## config.mk

```make
export PLATFORM = sky130hd
export DESIGN_NAME = ysyx_22050612_ifu_flat
export DESIGN_NICKNAME = d
export VERILOG_FILES = /design/src/rtl/ysyx_22050612_ifu_if.sv /design/src/rtl/ysyx_22050612_ifu.sv /design/src/flat_wrapper.sv
export SDC_FILE = /design/constraint.sdc
export NUM_CORES = 1
export LEC_CHECK = 0
export BUFFER_PORTS_ARGS = -buffer_cell sky130_fd_sc_hd__buf_2
export CAP_MARGIN = 20
export CORE_ASPECT_RATIO = 0.9
export CORE_MARGIN = 2
export CORE_UTILIZATION = 30
export DETAILED_ROUTE_END_ITERATION = 8
export GPL_ROUTABILITY_DRIVEN = 1
export HOLD_SLACK_MARGIN = 0.02
export PLACE_DENSITY_LB_ADDON = 0.08
export SYNTH_ARGS = -nofsm -noshare
export SYNTH_HDL_FRONTEND = slang
export SYNTH_SLANG_ARGS = --single-unit
```

## constraint.sdc

```tcl
create_clock -name clk -period 2.4 [get_ports clk]
set_input_delay 0.24 -clock clk [delete_from_list [all_inputs] [get_ports clk]]
set_output_delay 0.24 -clock clk [all_outputs]
set_load 0.05 [all_outputs]
```

## src/rtl/ysyx_22050612_ifu_if.sv

```systemverilog
// Fetch-side bus bundle: the imem request/response port plus the IFU->IDU
// instruction handshake.
interface ysyx_22050612_ifu_if;
   logic        imem_req_valid;
   logic        imem_req_ready;
   logic [63:0] imem_req_addr;
   logic        imem_resp_valid;
   logic [31:0] imem_resp_data;
   logic        inst_valid;
   logic        inst_ready;
   logic [31:0] inst;
   logic [63:0] inst_pc;

   modport master (
      output imem_req_valid, imem_req_addr, inst_valid, inst, inst_pc,
      input  imem_req_ready, imem_resp_valid, imem_resp_data, inst_ready
   );

   modport slave (
      input  imem_req_valid, imem_req_addr, inst_valid, inst, inst_pc,
      output imem_req_ready, imem_resp_valid, imem_resp_data, inst_ready
   );
endinterface

```

## src/rtl/ysyx_22050612_ifu.sv

```systemverilog
// Instruction fetch unit: one un-pipelined 32-bit fetch per PC, held for IDU
// until handshake; redirects replace the PC and squash any fetch in flight.
module ysyx_22050612_ifu #(
   parameter logic [63:0] PC_RESET = 64'h0000_0000_8000_0000
) (
   input  logic                       clk,
   input  logic                       rst_n,
   input  logic                       redirect_valid,
   input  logic [63:0]                redirect_pc,
   ysyx_22050612_ifu_if.master        bus,
   output logic [63:0]                fetch_cnt
);

   typedef enum logic [1:0] {
      S_REQ,
      S_WAIT,
      S_HOLD,
      S_DROP
   } state_e;

   state_e      state_q, state_d;
   logic [63:0] pc_q, pc_d;
   logic [63:0] inst_pc_q, inst_pc_d;
   logic [63:0] cnt_q, cnt_d;
   logic [31:0] inst_q, inst_d;
   logic        valid_q, valid_d;
   logic [63:0] redirect_pc_al;

   assign redirect_pc_al = redirect_pc & ~64'h3;

   always_ff @(posedge clk or negedge rst_n) begin
      if (!rst_n) begin
         state_q   <= S_REQ;
         pc_q      <= PC_RESET;
         inst_q    <= '0;
         inst_pc_q <= '0;
         valid_q   <= 1'b0;
         cnt_q     <= '0;
      end else begin
         state_q   <= state_d;
         pc_q      <= pc_d;
         inst_q    <= inst_d;
         inst_pc_q <= inst_pc_d;
         valid_q   <= valid_d;
         cnt_q     <= cnt_d;
      end
   end

   always_comb begin
      state_d   = state_q;
      pc_d      = pc_q;
      inst_d    = inst_q;
      inst_pc_d = inst_pc_q;
      valid_d   = valid_q;
      cnt_d     = cnt_q;

      unique case (state_q)
         S_REQ: begin
            if (redirect_valid) begin
               pc_d = redirect_pc_al;
            end else if (bus.imem_req_ready) begin
               state_d = S_WAIT;
            end
         end
         S_WAIT: begin
            // A response coinciding with a redirect is stale and simply dropped.
            if (redirect_valid) begin
               pc_d    = redirect_pc_al;
               state_d = bus.imem_resp_valid ? S_REQ : S_DROP;
            end else if (bus.imem_resp_valid) begin
               inst_d    = bus.imem_resp_data;
               inst_pc_d = pc_q;
               valid_d   = 1'b1;
               state_d   = S_HOLD;
            end
         end
         S_HOLD: begin
            if (redirect_valid) begin
               valid_d = 1'b0;
               pc_d    = redirect_pc_al;
               state_d = S_REQ;
            end else if (bus.inst_ready) begin
               valid_d = 1'b0;
               pc_d    = pc_q + 64'd4;
               cnt_d   = cnt_q + 64'd1;
               state_d = S_REQ;
            end
         end
         S_DROP: begin
            if (redirect_valid) begin
               pc_d = redirect_pc_al;
            end
            if (bus.imem_resp_valid) begin
               state_d = S_REQ;
            end
         end
         default: state_d = S_REQ;
      endcase
   end

   assign bus.imem_req_valid = (state_q == S_REQ) && !redirect_valid;
   assign bus.imem_req_addr  = pc_q;
   assign bus.inst_valid     = valid_q;
   assign bus.inst           = inst_q;
   assign bus.inst_pc        = inst_pc_q;
   assign fetch_cnt          = cnt_q;

endmodule

```

## src/flat_wrapper.sv

```systemverilog
// flat-port wrapper written by rule: the top's interface ports become plain ports
module ysyx_22050612_ifu_flat 
#(
   parameter logic [63:0] PC_RESET = 64'h0000_0000_8000_0000
)
  (clk, rst_n, redirect_valid, redirect_pc, fetch_cnt, bus_imem_req_valid, bus_imem_req_addr, bus_inst_valid, bus_inst, bus_inst_pc, bus_imem_req_ready, bus_imem_resp_valid, bus_imem_resp_data, bus_inst_ready);
  ysyx_22050612_ifu_if bus_i ();
  input  logic clk;
  input  logic rst_n;
  input  logic redirect_valid;
  input  logic [63:0] redirect_pc;
  output logic [63:0] fetch_cnt;
  output wire logic [$bits(bus_i.imem_req_valid)-1:0] bus_imem_req_valid;
  output wire logic [$bits(bus_i.imem_req_addr)-1:0] bus_imem_req_addr;
  output wire logic [$bits(bus_i.inst_valid)-1:0] bus_inst_valid;
  output wire logic [$bits(bus_i.inst)-1:0] bus_inst;
  output wire logic [$bits(bus_i.inst_pc)-1:0] bus_inst_pc;
  input wire logic [$bits(bus_i.imem_req_ready)-1:0] bus_imem_req_ready;
  input wire logic [$bits(bus_i.imem_resp_valid)-1:0] bus_imem_resp_valid;
  input wire logic [$bits(bus_i.imem_resp_data)-1:0] bus_imem_resp_data;
  input wire logic [$bits(bus_i.inst_ready)-1:0] bus_inst_ready;
  assign bus_imem_req_valid = bus_i.imem_req_valid;
  assign bus_imem_req_addr = bus_i.imem_req_addr;
  assign bus_inst_valid = bus_i.inst_valid;
  assign bus_inst = bus_i.inst;
  assign bus_inst_pc = bus_i.inst_pc;
  assign bus_i.imem_req_ready = bus_imem_req_ready;
  assign bus_i.imem_resp_valid = bus_imem_resp_valid;
  assign bus_i.imem_resp_data = bus_imem_resp_data;
  assign bus_i.inst_ready = bus_inst_ready;
  ysyx_22050612_ifu #(.PC_RESET(PC_RESET)) u_core (.clk(clk), .rst_n(rst_n), .redirect_valid(redirect_valid), .redirect_pc(redirect_pc), .bus(bus_i), .fetch_cnt(fetch_cnt));
endmodule
```

== After elaboration in Yosys (flattened, before gate mapping) ==
Index checks and enable logic that the tools add are counted.
Widths: inputs -> output; s select.
Storage, ports and cells
  bits in registers: 227
  input port bits: 102
  word-level logic and storage cells: 48
Operators by class
  add/subtract/negate cells: 2
  eq/ne operators: 11
  muxes and demuxes: 18
  bitwise logic cells: 1
  reductions and logical operators: 10
Operators by type and width (count)
  $mux 64: 3
  $pmux 64 s2: 1
  $add 64x1->64 const B: 1
  $add 64x3->64 const B: 1
  $mux 2: 8
  $ne 2x2->1 const B: 5
  $pmux 2 s4: 1
  $ne 3x3->1 const B: 2
  $reduce_and 3->1: 2
  $reduce_and 5->1: 1
  $eq 2x2->1 const B: 2
  $mux 1: 4
  $reduce_and 4->1: 1
  $reduce_or 3->1: 1
  $eq 2x1->1 const B: 1
  $logic_not 2->1: 1
  $ne 2x1->1 const B: 1
  $pmux 1 s2: 1
  $reduce_and 2->1: 1
  $reduce_bool 2->1: 1
  $logic_and 1x1->1: 1
  $logic_not 1->1: 1
  $not 1->1: 1

== Longest topological paths before layout ==
  depth in word-level cells: 4
  mapped depth: 8
  mapped depth without buffers: 6

== Worst setup path after synthesis ==
OpenSTA, ideal clock, no wires.
  path kind: flip-flop to flip-flop
  start: reg u_core.pc_q[2] (netlist: u_core.bus.imem_req_addr[2])
  end: reg u_core.pc_q[48] (netlist: u_core.bus.imem_req_addr[48])
  arrival: 2.514 ns
  data required time: 2.318 ns
  path slack: -0.196 ns
  cell stages (with the launch flop): 8
  path buffers: 1
  path through: dfrtp_1 ha_1 and4_1 buf_2 nand4_1 or3_4 or4_1 a31oi_1
Between the ends
  cells in the longest elaborated chain, start to end: 4
Ends and longest elaborated chain
  from (decl): line ysyx_22050612_ifu.sv:22  | logic [63:0] pc_q, pc_d;
  from (signal assigned): line ysyx_22050612_ifu.sv:41  | pc_q <= pc_d;
  $add 64x3->64: line ysyx_22050612_ifu.sv:84  | pc_d = pc_q + 64'd4;
  $mux 64: line ysyx_22050612_ifu.sv:82  | end else if (bus.inst_ready) begin
  $mux 64: line ysyx_22050612_ifu.sv:78  | if (redirect_valid) begin
  $pmux 64 s2: line ysyx_22050612_ifu.sv:57  | unique case (state_q)
No other way between the ends. The select of a mux whose other input is x is not followed.
A chain may end at the register's enable or synchronous reset.

== Worst setup path after layout ==
  start: reg u_core.pc_q[23] (netlist: u_core.bus.imem_req_addr[23])
  end: reg u_core.pc_q[55] (netlist: u_core.bus.imem_req_addr[55])
Same word-level chain as after synthesis.

==> key figures <==
Synthesis
  – Top-area cell type share of the netlist area: 0.516
  – Sequential fraction of the synthesis area: 0.519
  – Most frequent cell after synthesis: dfrtp_1
  – Top_reg_cell synth: dfrtp_1
  – Syn. warnings: 0
  – Biggest area consumer among synthesized cells: dfrtp_1
  – Synth area leaders: dfrtp_1 52%, mux2_2 9.8%, xnor2_1 3.0%
  – Post-synth top cells: 222 x dfrtp_1, 94 x mux2_2, 82 x nand2_1, 65 x nor2_1, 48 x nand3_1
  – FF+latch count, synth: 223
  – EDFF count, synth: 0
  – Synth unique cells: 71
  – Syn Area/Cell: 10.7 um2
  – Area of the mapped netlist: 0.0108 mm2
  – Synth Instances: 1,007
  – Ys async rst share: 1.00

Floorplanning
  – Ports: 328
  – Chip height: 184 um
  – Die Wd: 204 um
  – Initial Util: 0.305
  – Rows: 65
  – Core area: 0.0352 mm2
  – Die Area: 0.0374 mm2

Setup path
  – R2R depth: 5
  – Required time of the critical path: 2.86 ns
  – Crit. End Element: flip-flop
  – Crit path to: u_core.bus.imem_req_addr[55]$_DFFE_PN0P_
  – Crit path from: u_core.bus.imem_req_addr[23]$_DFFE_PN0P_
  – Reg2reg start: u_core.bus.imem_req_addr[23]$_DFFE_PN0P_
  – CP max FO: 9
  – Reg2Reg Setup Slack: 0.11 ns
  – CP Data Arrival Time: 2.75 ns
  – Critical path class: reg -> reg
  – Worst r2r dst: u_core.bus.imem_req_addr[55]$_DFFE_PN0P_
  – Worst Setup Start Kind: flip-flop

Clock network
  – Clock Latency Late Sink: 0.54 ns
  – Total clock sinks: 223
  – CTS tree: yes
  – # H-tree levels: 1
  – Clock root cell: clkbuf_16
  – CTS Buffer Depth: 3
  – Cts bufs inserted: 27
  – Worst-path clk slew: 0.06 ns

Power
  – Power Total: 15.5 mW
  – Peak VDD IR: 0.752 mV
  – LEAKAGE: 6.90 nW
  – Power per Cell Area: 1020 mW/mm2

Placement
  – Pre-CTS setup slack: 0.0768 ns
  – Placed inst area: 0.0134 mm2
  – DP HPWL: 26,600 um
  – Number of buffers added on ports: 321
  – Placer Congestion: 0.831

Detailed routing
  – Drt first pass iters: 7
  – DRC viols: 0
  – Total Wirelength: 36,700 um
  – Mean routed wirelength per cell: 18.7 um
  – Antenna-violating nets left: 0
  – Total number of vias: 9,741
  – Initial drt markers: 487
  – Drt via density: 4.97

Global route
  – Total track usage: 0.195
  – First-pass GRT wire length: 57,200 um
  – Largest net degree at the start of global routing: 74
  – Vias in the first global route: 9,523
  – Gr ovfl total: 0
  – Antenna violations before repair: 4

Timing
  – Final Hold Fails: 0
  – Final Slew Violations: 0
  – Final Critical Period: 2.29 ns
  – Slew HR: 0.441
  – # setup viols final: 0
  – Worst Tran Pin Value: 0.830 ns
  – Final Cycle Share: 0.955
  – Unrepaired setup endpoints after global routing: no
  – Final TNS setup: 0 ns
  – Final WS setup: 0.108 ns
  – Max Freq: 436 MHz
  – Clock skew: 0.0111 ns

Layout
  – Fraction of layout cells with a size suffix above 1: 0.394
  – Nets: 1,572
  – Post-layout util: 0.431
  – Cell area after layout: 0.0152 mm2
  – P&R area growth vs syn: 41.1%

Run
  – Max_cap viols: 0

Status
  – Status: finished, final reports clean

Min path
  – Min-delay worst type: in -> reg
-- through the flow --
| step | cells | hold WS (ns) |
|---|---|---|
| after floorplan | 1010 | -0.0556 |
| after global routing | 1958 | 0.0518 |
| after global placement | 1823 | 0.282 |
| after CTS | 1957 | 0.0205 |
| after detailed placement | 1823 | 0.283 |
| final | 1960 | 0.0546 |
-- flip-flops by register name, indices dropped and copies added (netlist names) --
name / count
u_core.fetch_cnt: 64
u_core.bus.inst_valid: 1
u_core.bus.inst_pc: 62
u_core.bus.imem_req_addr: 62
u_core.state_q: 2
u_core.bus.inst: 32
-- cells by family (layout without fill, tap and decap cells) --
logic type      Yosys count  count (layout)  synth area share
compound gates          155             155            0.0911
xor+xnor                 73              73            0.0594
fa+ha+maj                 2               2           0.00233
buf+inv                  77             555            0.0326
flops                   223             223             0.519
mux                      94              94            0.0984
other cells               1               7          0.000349
simple gates            382             382             0.197
-- what timing repair did --
| item | CTS | global route |
|---|---|---|
| hold buffers | 85 | 0 |
| buffers inserted | 0 | 0 |
| setup endpoints to repair | 0 | 5 |
| hold endpoints to repair | 150 | 0 |
| gates resized for setup | 0 | 3 |
-- worst min-delay path by stage --
| stage | start | endpoint | slack [ns] | cells past startpoint |
|---|---|---|---|---|
| 2_1_floorplan | rst_n | u_core.bus.imem_req_addr[10]$_DFFE_PN0P_ | -0.06 | 0 |
| 3_3_place_gp | rst_n | u_core.bus.inst_pc[47]$_DFFE_PN0P_ | 0.28 | 1 |
| 3_5_place_dp | rst_n | u_core.bus.inst_pc[48]$_DFFE_PN0P_ | 0.28 | 1 |
| 4_1_cts | redirect_pc[61] | u_core.bus.imem_req_addr[61]$_DFFE_PN0P_ | 0.02 | 3 |
| 5_1_grt | redirect_pc[61] | u_core.bus.imem_req_addr[61]$_DFFE_PN0P_ | 0.05 | 3 |
| 6_report | redirect_pc[61] | u_core.bus.imem_req_addr[61]$_DFFE_PN0P_ | 0.05 | 3 |
-- cells in the final DEF (no fill, tap or decap), types with 3 or more instances in the layout --
cell,instances
nor2_1,64
o22a_1,8
a21o_1,3
a31oi_1,18
buf_4,75
dlygate4sd3_1,85
buf_12,7
conb_1,4
and3_1,10
xor2_1,36
a311oi_1,3
and4_1,23
nand2_1,82
a211oi_1,5
inv_1,18
a21oi_1,40
or2_2,5
diode_2,3
nor3_1,25
nand3_1,48
and2_1,8
nor4_1,32
dfrtp_2,21
xnor2_1,37
nand4_1,34
or3_1,9
or4_1,8
clkbuf_1,10
nor4_2,4
o21ai_0,38
o22ai_1,8
o31ai_1,7
clkbuf_8,7
dfrtp_1,201
clkinv_2,3
buf_2,320
mux2_2,94
clkbuf_16,27
-- final cells by class --
type / count / area [um2]
antenna: 3 / 7.51
clock buffer: 44 / 810
clock inverter: 5 / 75.1
fill: 3473 / 20000
inverter: 18 / 67.6
multi-input combinational: 710 / 4860
sequential: 223 / 5610
tap: 469 / 587
timing repair buffer: 488 / 3170
-- power by group --
group          switching [mW]  leakage (nW)  internal (mW)
Clock                    1.61         0.435           2.50
Combinational            4.48          3.77           1.64
Sequential              0.580          2.70           4.67
-- routing by layer --
layer  vias up  wire length [um]  GRT usage
met5         -                 0          0
met4         0               704     0.0400
met3        47              2400     0.0415
met2       308             16100      0.296
met1      4764             17500      0.284
li1       4622                 -          -
-- worst max-delay path, stage by stage (launching register included) --
cell and delay, ns:
dfrtp_2 0.35, and4_1 0.44, nand3_1 0.23, or4_1 0.62, or3_1 0.40, a31oi_1 0.16
(Power assumes the default switching activity.)
